$ cat src/rtl/cpu_defs.sv
// Shared pipeline-control definitions for the 5-stage core:
// stall encodings, stage bit indices and control FSM state codes.
package cpu_defs;

    // Stall vectors, one per deepest requester. A set bit freezes that
    // stage; bit 5 (WB) is never frozen so the pipe always drains.
    localparam logic [5:0] STALL_NONE = 6'b000000;
    localparam logic [5:0] STALL_IF   = 6'b000011;
    localparam logic [5:0] STALL_ID   = 6'b000111;
    localparam logic [5:0] STALL_EX   = 6'b001111;
    localparam logic [5:0] STALL_MEM  = 6'b011111;

    // Stage bit indices into the stall vector.
    localparam int STG_PC = 0;
    localparam int STG_WB = 5;

    typedef enum logic [1:0] {
        ST_IDLE  = 2'd0,
        ST_PEND  = 2'd1,
        ST_FLUSH = 2'd2
    } ctrl_state_t;

    // Deepest requester wins; a deeper stall already covers the shallower ones.
    function automatic logic [5:0] stall_merge(
        input logic req_if,
        input logic req_id,
        input logic req_ex,
        input logic req_mem
    );
        logic [5:0] v;
        v = STALL_NONE;
        if (req_mem)     v = STALL_MEM;
        else if (req_ex) v = STALL_EX;
        else if (req_id) v = STALL_ID;
        else if (req_if) v = STALL_IF;
        return v;
    endfunction

endpackage

$ cat src/rtl/sat_counter.sv
// Saturating up-counter with synchronous clear.
// Ports: clk, rst (sync, active-high), i_inc, i_clr, o_q[W-1:0].
module sat_counter #(
    parameter int W = 8
) (
    input  logic         clk,
    input  logic         rst,
    input  logic         i_inc,
    input  logic         i_clr,
    output logic [W-1:0] o_q
);

    logic [W-1:0] r_q;

    always_ff @(posedge clk) begin
        if (rst) begin
            r_q <= '0;
        end else if (i_clr) begin
            r_q <= '0;
        end else if (i_inc && (r_q != {W{1'b1}})) begin
            r_q <= r_q + 1'b1;
        end
    end

    assign o_q = r_q;

endmodule

$ cat src/rtl/pipe_ctrl.sv
// Pipeline control: merges stage stall requests, sequences exception
// flush/redirect (deferred behind memory), stall statistics and watchdog.
// Ports: clk, rst (sync, active-high); stallreq_if/id/ex/mem;
//        excp_valid, excp_vector[31:0]; stall[5:0], flush, new_pc[31:0],
//        stall_cycles[CNT_W-1:0], stall_timeout (sticky).
module pipe_ctrl
    import cpu_defs::*;
#(
    parameter int CNT_W     = 32,
    parameter int MAX_STALL = 1024
) (
    input  logic             clk,
    input  logic             rst,
    input  logic             stallreq_if,
    input  logic             stallreq_id,
    input  logic             stallreq_ex,
    input  logic             stallreq_mem,
    input  logic             excp_valid,
    input  logic [31:0]      excp_vector,
    output logic [5:0]       stall,
    output logic             flush,
    output logic [31:0]      new_pc,
    output logic [CNT_W-1:0] stall_cycles,
    output logic             stall_timeout
);

    // Run counter only needs to reach MAX_STALL; it saturates beyond.
    localparam int RUN_W = $clog2(MAX_STALL + 1);
    localparam logic [RUN_W-1:0] RUN_LAST = RUN_W'(MAX_STALL - 1);

    ctrl_state_t r_state;
    logic [31:0] r_vec;
    logic        r_flush;
    logic [31:0] r_new_pc;
    logic        r_timeout;

    logic [5:0]       w_req_stall;
    logic [5:0]       w_stall;
    logic             w_stall_pc;
    logic [RUN_W-1:0] w_run_q;

    assign w_req_stall = stall_merge(stallreq_if, stallreq_id,
                                     stallreq_ex, stallreq_mem);

    // The flush cycle overrides requests so the cleared registers load
    // bubbles; during reset nothing is held.
    assign w_stall = (rst || (r_state == ST_FLUSH)) ? STALL_NONE
                                                    : w_req_stall;
    assign w_stall_pc = w_stall[STG_PC];

    sat_counter #(.W(CNT_W)) u_stall_cnt (
        .clk   (clk),
        .rst   (rst),
        .i_inc (w_stall_pc),
        .i_clr (1'b0),
        .o_q   (stall_cycles)
    );

    sat_counter #(.W(RUN_W)) u_run_cnt (
        .clk   (clk),
        .rst   (rst),
        .i_inc (w_stall_pc),
        .i_clr (!w_stall_pc),
        .o_q   (w_run_q)
    );

    // FSM plus registered flush/new_pc. flush is high exactly while in
    // FLUSH, since it is set on the edge that enters that state.
    always_ff @(posedge clk) begin
        if (rst) begin
            r_state  <= ST_IDLE;
            r_vec    <= 32'h0;
            r_flush  <= 1'b0;
            r_new_pc <= 32'h0;
        end else begin
            r_flush <= 1'b0;
            unique case (r_state)
                ST_IDLE: begin
                    if (excp_valid) begin
                        r_vec <= excp_vector;
                        if (!stallreq_mem) begin
                            r_state  <= ST_FLUSH;
                            r_flush  <= 1'b1;
                            r_new_pc <= excp_vector;
                        end else begin
                            r_state <= ST_PEND;
                        end
                    end
                end
                ST_PEND: begin
                    // First exception wins; later ones are dropped.
                    if (!stallreq_mem) begin
                        r_state  <= ST_FLUSH;
                        r_flush  <= 1'b1;
                        r_new_pc <= r_vec;
                    end
                end
                ST_FLUSH: begin
                    r_state <= ST_IDLE;
                end
                default: begin
                    r_state <= ST_IDLE;
                end
            endcase
        end
    end

    // Sticky watchdog: set on the edge the run counter becomes MAX_STALL.
    always_ff @(posedge clk) begin
        if (rst) begin
            r_timeout <= 1'b0;
        end else if (w_stall_pc && (w_run_q == RUN_LAST)) begin
            r_timeout <= 1'b1;
        end
    end

    assign stall         = w_stall;
    assign flush         = r_flush;
    assign new_pc        = r_new_pc;
    assign stall_timeout = r_timeout;

endmodule

$ cat config.mk
export PLATFORM = sky130hd
export DESIGN_NAME = pipe_ctrl
export DESIGN_NICKNAME = d
export VERILOG_FILES = /design/src/rtl/cpu_defs.sv /design/src/rtl/sat_counter.sv /design/src/rtl/pipe_ctrl.sv
export SDC_FILE = /design/constraint.sdc
export NUM_CORES = 1
export LEC_CHECK = 0
export ABC_AREA = 1
export BUFFER_PORTS_ARGS = -buffer_cell sky130_fd_sc_hd__buf_4
export CAP_MARGIN = 20
export CORE_ASPECT_RATIO = 0.5
export CORE_MARGIN = 3
export CORE_UTILIZATION = 55
export DETAILED_ROUTE_END_ITERATION = 8
export PLACE_DENSITY = 0.8
export REMOVE_ABC_BUFFERS = 1
export SETUP_SLACK_MARGIN = 0.3
export SYNTH_ARGS = -nofsm -noshare
export SYNTH_HDL_FRONTEND = slang
export SYNTH_SLANG_ARGS = --single-unit
$ cat constraint.sdc
create_clock -name clk -period 1.7 [get_ports clk]
set_input_delay 0.17 -clock clk [delete_from_list [all_inputs] [get_ports clk]]
set_output_delay 0.17 -clock clk [all_outputs]
set_load 0.005 [all_outputs]
==> summary.md <==
| Metric | Value |
|---|---|
| Status | `completed` |
| Drt total wl | `17,900 um` |
| Boundary pin count | `111` |
| Vias/cell | `5.60` |
| DR iter-0 viols | `499` |
| Fin Hold WS | `0.0791 ns` |
| Fillers | `573` |
| Die Area | `0.0111 mm2` |
| R2r setup slk | `0.06 ns` |
| Synth warn | `0` |
| Die height | `76.0 um` |
| Final setup violation count | `0` |
| Row count | `24` |
| Uppermost layer routed | `met4` |
| CP Capture Type | `flip-flop` |
| Fin. max-slew vios | `0` |
| Critical Path RT | `1.98 ns` |
| Total track usage | `27.8%` |
| Post-Layout Cell Count | `1,090` |
| P_leak | `3.48 nW` |
| CP top delay family | `simple AND/OR/NAND/NOR gates` |
| Max Fclk | `0.609 GHz` |
| Largest net degree at the start of global routing | `53` |
| Most frequent cells in the layout | `161 x buf_4, 133 x nand2_1, 98 x nor2_1` |
| H-tree depth | `3` |
| Dpl cells | `1,024` |
| Die Width | `146 um` |
| CTS Buf Count | `9` |
| Met2 Routed Length | `8610 um` |
| First-pass GRT wire length | `25,900 um` |
| Routed length on met3 | `1450 um` |
| Pwr/cell area | `755 mW/mm2` |
| Commonest non-fill, non-tap cell in the layout | `buf_4` |
| Final critical-path required period | `1.64 ns` |
| Via count | `6,107` |
| First drt pass iteration count | `5` |
| Layout cells sized above 1 | `35.7%` |
| Drt wl/cell | `16.4 um` |
| Max_cap viols | `0` |
| Data arrival time of the critical path | `1.93 ns` |
| Synth Cell Area | `0.00540 mm2` |
| Final Core Density | `84.5%` |
| Diodes inserted | `0` |
| Clk root buf | `clkbuf_16` |
| Clk_lat worst skew | `0.35 ns` |
| Clock Skew | `0.00922 ns` |
| Hold Fails Final Rpt | `0` |
| DP Worst Slack | `-0.0431 ns` |
| Final nets | `996` |
| GRT overflow | `0` |
| Crit path cell chain | `nand3_1 -> nor2_1 -> nand2_1 -> o21bai_1 -> nand2_1 -> nor2_1` |
| Core area | `0.00913 mm2` |
| RePlAce Congestion | `0.892` |
| Clk buf depth | `2` |
| WL met1 | `7230 um` |
| Num Clock Sinks | `111` |
| Syn_area_per_cell | `6.79 um2` |
| IO Port Bufs | `109` |
| Worst vdd ir | `0.494 mV` |
| RSZ-0062 raised after global routing | `yes` |
| CTS tree | `built` |
| CP peak stage delay | `0.48 ns` |
| Clk slew on worst S/H paths | `0.08 ns` |
| Sequential element share of the synthesized area | `41.2%` |
| Residual DRC count | `0` |
| Mapped Cells | `795` |
| Antenna violations before repair | `0` |
| Cell variety after synth | `33` |
| Startpoint type of the worst setup path | `flip-flop` |
| Slowest cell on the critical path | `dfxtp_1` |
| Initial Utilization | `59.1%` |
| Crit share post-route | `96.5%` |
| Setup ws final | `0.0590 ns` |
| Critical-path maximum fanout | `5` |
| Vias in the first global route | `5,346` |
| Remaining antenna violation count | `0` |
| Post-DP HPWL | `9370 um` |
| Worst hold path type | `in2reg` |
| Bufs and invs on worst path | `0` |
| Area growth syn-to-layout | `43.0%` |
| Yosys reg bits | `111` |
| CP Class | `reg2reg` |
## cell type report
type                       count  area, um2  share of cell area [%]
tap                          130        163                    2.11
sequential                   111       2270                    29.4
timing repair inverter         1       5.00                  0.0649
inverter                      93        360                    4.67
clock buffer                  10        239                    3.10
multi-input combinational    554       2980                    38.6
clock inverter                 6       62.6                   0.811
timing repair buffer         185       1640                    21.2
## flip-flops by register name (all words and copies together), names as in the netlist
register,cells
u_stall_cnt.o_q,32
r_state,2
flush,1
stall_timeout,1
r_vec,32
new_pc,32
u_run_cnt.o_q,11
## logic make-up after synthesis
family          after synthesis  share of synthesized area [%]
simple gates                360                           29.7
compound gates              181                           17.0
buf+inv                     133                           10.5
flops                       111                           41.2
xor+xnor                      7                           1.14
fa+ha+maj                     2                          0.464
other cells                   1                         0.0695
## final timing paths
kind	depth (start not counted)	startpoint	endpoint
hold reg to reg	2	new_pc[8]$_SDFFE_PP0P_	new_pc[8]$_SDFFE_PP0P_
setup reg to reg	6	u_run_cnt.o_q[2]$_SDFFE_PP0P_	u_run_cnt.o_q[7]$_SDFFE_PP0P_
setup / recovery	6	u_run_cnt.o_q[2]$_SDFFE_PP0P_	u_run_cnt.o_q[7]$_SDFFE_PP0P_
hold / removal	3	excp_vector[6]	r_vec[6]$_SDFFE_PP0P_
## tightest hold or removal path, cell delays in order
cell,delay [ns]
buf_4,0.09
o21ai_0,0.07
nor2_1,0.07
## power breakdown
group	switching (mW)	total [mW]	internal, mW
Clock	1.08	2.15	1.07
Sequential	0.0742	2.81	2.73
Combinational	0.454	0.869	0.415
Total	1.61	5.83	4.22
## synth_stat cells, drive strengths merged
| master | number | area (um2) |
|---|---|---|
| xor2 | 7 | 61.3 |
| clkinv | 1 | 3.75 |
| o211ai | 1 | 7.51 |
| nor2 | 131 | 551 |
| ha | 2 | 25.0 |
| nand4 | 9 | 56.3 |
| a211oi | 1 | 7.51 |
| a31oi | 2 | 12.5 |
| a21oi | 86 | 434 |
| o21bai | 1 | 7.51 |
| nand2 | 164 | 641 |
| clkbuf | 24 | 93.8 |
| nand3b | 3 | 47.6 |
| inv | 92 | 345 |
| conb | 1 | 3.75 |
| dfxtp | 111 | 2220 |
| nand3 | 43 | 250 |
| nor3 | 6 | 30.0 |
| o21ai | 90 | 450 |
| buf | 16 | 121 |
| and2 | 4 | 25.0 |
## metal layers
layer  vias to the layer above  GRT usage [%]
li1                       2869              -
met1                      2845           35.1
met2                       312           46.7
met3                        81           7.13
met4                         0           9.38
met5                         -              0
## through the flow
| stage | power, mW | setup TNS [ns] | area (um2) |
|---|---|---|---|
| floorplan | 3.19 | -48.04 | 5180 |
| global placement | 3.51 | 0 | 6460 |
| detailed placement | 3.53 | -0.0592 | 6460 |
| CTS | 5.70 | 0 | 7310 |
| global route | 6.04 | -0.0204 | 7710 |
| finish | 5.83 | 0 | 7710 |
## repair_timing
action,in CTS,in global routing
gates resized for setup,92,74
endpoints found under the setup margin,84,113
hold buffers,0,0
cloned,7,5
hold endpoints to repair,0,0
buffers inserted,28,10
pin swaps,22,19
No activity file was read; power rests on OpenSTA's default activity.
